**src/rtl/vdrive_sequencer_if.sv**
```systemverilog
// vdrive_sequencer_if: control/config and phase-drive bundle between readout controller and vertical-drive sequencer
interface vdrive_sequencer_if #(
    parameter int CW = 16,
    parameter int LW = 12
);
    logic          start;
    logic          abort;
    logic [LW-1:0] line_count;
    logic [CW-1:0] t_step;
    logic          sg_en;
    logic [CW-1:0] sg_width;
    logic [3:0]    v;
    logic          sg;
    logic          busy;
    logic          line_strobe;
    logic          done;
    modport master (
        output start, abort, line_count, t_step, sg_en, sg_width,
        input  v, sg, busy, line_strobe, done
    );
    modport slave (
        input  start, abort, line_count, t_step, sg_en, sg_width,
        output v, sg, busy, line_strobe, done
    );
endinterface

```
**src/rtl/vdrive_sequencer.sv**
```systemverilog
// vdrive_sequencer: optional SG pulse followed by N lines of 8-step 4-phase vertical clocking
module vdrive_sequencer #(
    parameter int CW = 16,
    parameter int LW = 12
) (
    input logic clk,
    input logic reset,
    vdrive_sequencer_if.slave bus
);
    typedef enum logic [1:0] {IDLE, SG, SHIFT} state_t;
    localparam logic [3:0] PAT [8] = '{4'b0011, 4'b0010, 4'b0110, 4'b0100,
                                       4'b1100, 4'b1000, 4'b1001, 4'b0001};
    state_t        state_q, state_d;
    logic [CW-1:0] cnt_q, cnt_d, t_q, t_d, sgw_q, sgw_d;
    logic [2:0]    step_q, step_d;
    logic [LW-1:0] lines_q, lines_d;
    logic          done_d, step_end, sg_end, line_end;
    assign step_end        = cnt_q == t_q - CW'(1);
    assign sg_end          = cnt_q == sgw_q - CW'(1);
    assign line_end        = state_q == SHIFT && step_q == 3'd7 && step_end;
    assign bus.line_strobe = line_end;
    assign bus.busy        = state_q != IDLE;
    // next-state: frame launch, SG timing, step/line advance and abort
    always_comb begin
        state_d = state_q;
        cnt_d   = cnt_q;
        step_d  = step_q;
        lines_d = lines_q;
        t_d     = t_q;
        sgw_d   = sgw_q;
        done_d  = 1'b0;
        if (bus.abort) begin
            state_d = IDLE;
            cnt_d   = '0;
            step_d  = '0;
            lines_d = '0;
        end else begin
            case (state_q)
                IDLE: if (bus.start) begin
                    if (bus.line_count == '0) begin
                        done_d = 1'b1;
                    end else begin
                        t_d     = (bus.t_step == '0) ? CW'(1) : bus.t_step;
                        sgw_d   = (bus.sg_width == '0) ? CW'(1) : bus.sg_width;
                        lines_d = bus.line_count;
                        cnt_d   = '0;
                        step_d  = '0;
                        state_d = bus.sg_en ? SG : SHIFT;
                    end
                end
                SG: begin
                    cnt_d   = sg_end ? '0 : cnt_q + CW'(1);
                    state_d = sg_end ? SHIFT : SG;
                end
                SHIFT: begin
                    cnt_d  = step_end ? '0 : cnt_q + CW'(1);
                    step_d = step_end ? step_q + 3'd1 : step_q;
                    if (line_end) begin
                        lines_d = lines_q - LW'(1);
                        state_d = (lines_q == LW'(1)) ? IDLE : SHIFT;
                        done_d  = lines_q == LW'(1);
                    end
                end
                default: state_d = IDLE;
            endcase
        end
    end
    // state, counters, latched config and registered drive outputs
    always_ff @(posedge clk or posedge reset) begin
        if (reset) begin
            state_q  <= IDLE;
            cnt_q    <= '0;
            step_q   <= '0;
            lines_q  <= '0;
            t_q      <= '0;
            sgw_q    <= '0;
            bus.v    <= 4'b0011;
            bus.sg   <= 1'b0;
            bus.done <= 1'b0;
        end else begin
            state_q  <= state_d;
            cnt_q    <= cnt_d;
            step_q   <= step_d;
            lines_q  <= lines_d;
            t_q      <= t_d;
            sgw_q    <= sgw_d;
            bus.v    <= (state_d == SHIFT) ? PAT[step_d] : 4'b0011;
            bus.sg   <= state_d == SG;
            bus.done <= done_d;
        end
    end
endmodule
```
**src/flat_wrapper.sv**
```systemverilog
// flat-port wrapper written by rule: the top's interface ports become plain ports
module vdrive_sequencer_flat 
#(
    parameter int CW = 16,
    parameter int LW = 12
)
  (clk, reset, bus_start, bus_abort, bus_line_count, bus_t_step, bus_sg_en, bus_sg_width, bus_v, bus_sg, bus_busy, bus_line_strobe, bus_done);
  vdrive_sequencer_if #(.CW(CW), .LW(LW)) bus_i ();
  input logic clk;
  input logic reset;
  input wire logic [$bits(bus_i.start)-1:0] bus_start;
  input wire logic [$bits(bus_i.abort)-1:0] bus_abort;
  input wire logic [$bits(bus_i.line_count)-1:0] bus_line_count;
  input wire logic [$bits(bus_i.t_step)-1:0] bus_t_step;
  input wire logic [$bits(bus_i.sg_en)-1:0] bus_sg_en;
  input wire logic [$bits(bus_i.sg_width)-1:0] bus_sg_width;
  output wire logic [$bits(bus_i.v)-1:0] bus_v;
  output wire logic [$bits(bus_i.sg)-1:0] bus_sg;
  output wire logic [$bits(bus_i.busy)-1:0] bus_busy;
  output wire logic [$bits(bus_i.line_strobe)-1:0] bus_line_strobe;
  output wire logic [$bits(bus_i.done)-1:0] bus_done;
  assign bus_i.start = bus_start;
  assign bus_i.abort = bus_abort;
  assign bus_i.line_count = bus_line_count;
  assign bus_i.t_step = bus_t_step;
  assign bus_i.sg_en = bus_sg_en;
  assign bus_i.sg_width = bus_sg_width;
  assign bus_v = bus_i.v;
  assign bus_sg = bus_i.sg;
  assign bus_busy = bus_i.busy;
  assign bus_line_strobe = bus_i.line_strobe;
  assign bus_done = bus_i.done;
  vdrive_sequencer #(.CW(CW), .LW(LW)) u_core (.clk(clk), .reset(reset), .bus(bus_i));
endmodule
```
**config.mk**
```make
export PLATFORM = sky130hd
export DESIGN_NAME = vdrive_sequencer_flat
export DESIGN_NICKNAME = d
export VERILOG_FILES = /design/src/rtl/vdrive_sequencer_if.sv /design/src/rtl/vdrive_sequencer.sv /design/src/flat_wrapper.sv
export SDC_FILE = /design/constraint.sdc
export NUM_CORES = 1
export LEC_CHECK = 0
export BUFFER_PORTS_ARGS = -buffer_cell sky130_fd_sc_hd__buf_2
export CORE_MARGIN = 3
export CORE_UTILIZATION = 50
export CTS_CLUSTER_DIAMETER = 50
export CTS_CLUSTER_SIZE = 16
export DETAILED_ROUTE_END_ITERATION = 8
export GPL_TIMING_DRIVEN = 1
export PLACE_DENSITY_LB_ADDON = 0.05
export SETUP_SLACK_MARGIN = 0.4
export SLEW_MARGIN = 10
export SYNTH_ARGS = -nofsm -noshare
export SYNTH_HDL_FRONTEND = slang
export SYNTH_SLANG_ARGS = --single-unit
```
**constraint.sdc**
```tcl
create_clock -name clk -period 6.7 [get_ports clk]
set_clock_uncertainty 0.15 [all_clocks]
set_input_delay 0 -clock clk [delete_from_list [all_inputs] [get_ports clk]]
set_output_delay 0 -clock clk [all_outputs]
set_load 0.02 [all_outputs]
```
==> results.ini <==
[clock_network]
clock-root-buffer = clkbuf_8
cts_made_buffers = 9
cts.reportedPaths.clkPinSlew_ns = 0.07
postCtsHoldBufs = 50
htree_levels = 3
clockBufferDepth = 2
cts_tree = yes
insertion_delay_ns = 0.36
cts_resized = 0
cts.sinks = 71
post_cts_buffers = 0

[outcome]
outcome = finished, final reports clean

[sta]
max_freq_mhz = 223
fin_ws_ns = 2.21
tns_ns = 0
finalCritPeriodShare_pct = 67.0
maxSlewViolCount = 0
period_needed_ns = 4.49
rsz0062_at_grt = false
maxSlewHeadroom_pct = 33.5
tightest_slew_ns = 0.991
setup_viol = 0
finalHoldViolCount = 0

[layout]
mostFrequentLayoutCell = dfrtp_1
drive_gt1_share_pct = 18.6
nets = 702
fillers = 835
syn2layout_area_growth_pct = 19.9
n_antenna_cell = 0
mostFrequentLayoutCells = dfrtp_1 (69), buf_2 (56), dlygate4sd3_1 (50)

[yosys]
avgSynthCellArea_um2 = 8.90
synthCells = 558
synth_seq_cells = 71
synth_flop_cell = dfrtp_1
netlist_top_cells_area = dfrtp_1 (35%), mux2_2 (7.0%), xnor2_1 (4.2%)
ys_seq_area_share_pct = 35.8
syn_area_mm2 = 0.00497
synth_top_area_share_pct = 34.8
yosysWarnings = 0
ys_types = 70
synth_top_area_cell = dfrtp_1
synthesis.nets = 618
synth_edf_count = 0
postSynth.asyncResetShare_pct = 100

[power_and_ir_drop]
powerDensity_mw_per_mm2 = 232
power_leakage_nw = 2.52
vdd.ir_drop.worst_mv = 0.150

[setup_path]
critPathMaxFanout = 19
cp_slowest_cell = o21ai_0
path_cells = inv_1 > ha_1 > clkinv_1 > o21ai_0 > o21ai_1 > a22oi_1 > nor2_1 > dlygate4sd3_1
crit_family = compound AO/OA/AOI/OAI gates
worst-path-buf-inv = 3
start_kind = flip-flop
crit_type = reg -> reg
cp.required_ns = 6.79
max_stage_delay_ns = 0.80
cp-end-kind = flip-flop
arrival_ns = 4.57

[floorplan]
ios = 57
die_h_um = 106
die_x_um = 106
dieArea_mm2 = 0.0112
row_count = 35
core_mm2 = 0.00946
start_util_pct = 52.5

[detailed_routing]
via_count = 4648
viasPerCell = 6.01
antenna_left = 0
drt-pass1-iter-count = 7
drt-initial-drc-count = 319
drc = 0
totalWireLength_um = 12700
wire_per_inst_um = 16.5

[flow_run]
max_cap_viol_count = 0

[min_path]
hold_class = in -> reg

[global_route]
grt_pass1_wl_um = 21700
antenna_found_initial = 0
grt_max_degree = 72
grt_pass1_vias = 4519
track_usage_pct = 23.8
grt.overflow.total = 0

[placed_design]
pre_cts_ws_ns = 2.75
gp_congestion = 0.901
port_buffers = 56
post-dp-hpwl_um = 9020

[flip-flops by register name (all words and copies together) (netlist names)]
register         cells
u_core.state_q       2
u_core.t_q          16
u_core.bus.done      1
u_core.sgw_q        16
u_core.step_q        3
u_core.bus.v         4
u_core.lines_q      12
u_core.bus.sg        1
u_core.cnt_q        16
[cell usage after synthesis, types with 6 or more instances]
cell type   n
a21o_1      8
a31oi_1     7
dfrtp_1    69
xnor2_1    24
mux2_2     31
or4_1       8
o21ai_0    23
ha_1       11
nand2_1    32
and3_1     12
xor2_1     21
nor3_1     32
nor4_1     22
clkbuf_1   31
o31ai_1     6
inv_1      22
nand4_1    11
a21oi_1    20
nor2_1     38
o22ai_1     7
nand3_1    22
nor2b_1     6
nand2b_1    8
[cells by family after synthesis]
group,share of synthesized area [%]
AO/OA/AOI/OAI,16.2
XOR/XNOR,7.93
adder cells (fa/ha/maj),2.77
buffers and inverters,4.63
flip-flops,35.8
multiplexers,7.83
AND/OR/NAND/NOR,24.8
[where the power goes]
part | total, W | internal [W] | switching, W
Sequential | 0.000607 | 0.000497 | 0.000110
Clock | 0.000305 | 0.000150 | 0.000154
Combinational | 0.000473 | 0.000219 | 0.000253
Total | 0.00138 | 0.000867 | 0.000518
[layout make-up]
type | instances | area (µm²) | share of cell area, %
Clock buffer | 13 | 159 | 2.67
Clock inverter | 1 | 5.00 | 0.0840
Inverter | 23 | 86.3 | 1.45
Multi-Input combinational cell | 428 | 2960 | 49.7
Sequential cell | 71 | 1780 | 29.9
Tap cell | 129 | 161 | 2.71
Timing Repair Buffer | 109 | 803 | 13.5
[routing by layer]
layer,share of wire (%),vias to the layer above,routed length [µm],track usage (%)
li1,-,2255,-,-
met1,46,2227,5920,32.3
met2,47,138,5940,38.0
met3,4.2,28,534,4.59
met4,2.7,0,343,8.51
met5,0,-,0,0
[worst reg2reg max path: cells and delay by family, from the launching register on]
kind                     cells  cell delay [ns]
AO/OA/AOI/OAI                3             1.69
adder cells (fa/ha/maj)      1             0.63
AND/OR/NAND/NOR              1             0.06
flip-flops                   1             0.45
buffers and inverters        3             1.40
[per-stage QoR]
step / util, % / area [µm²] / instances / power [W] / hold WS [ns]
final: 63.0 / 5960 / 774 / 0.00138 / 0.0489
after global routing: 63.0 / 5960 / 774 / 0.00148 / 0.0545
after CTS: 63.0 / 5960 / 774 / 0.00140 / 0.00650
after detailed placement: 55.9 / 5290 / 710 / 0.00106 / 0.0838
after global placement: 55.9 / 5290 / 710 / 0.00105 / 0.0820
after floorplan: - / 4970 / 558 / 0.000944 / -0.0332
[final timing paths]
path,start,endpoint,slack [ns],depth (start not counted)
max,u_core.state_q[0]$_DFF_PP0_,u_core.lines_q[0]$_DFFE_PP0P_,2.21,8
min,bus_abort,u_core.lines_q[3]$_DFFE_PP0P_,0.05,2
max reg2reg,u_core.state_q[0]$_DFF_PP0_,u_core.lines_q[0]$_DFFE_PP0P_,2.21,8
min reg2reg,u_core.lines_q[7]$_DFFE_PP0P_,u_core.lines_q[7]$_DFFE_PP0P_,0.36,1
max in group asynchronous,reset,u_core.state_q[0]$_DFF_PP0_,5.49,4
min in group asynchronous,reset,u_core.lines_q[5]$_DFFE_PP0P_,0.30,4
(Power assumes the default switching activity.)
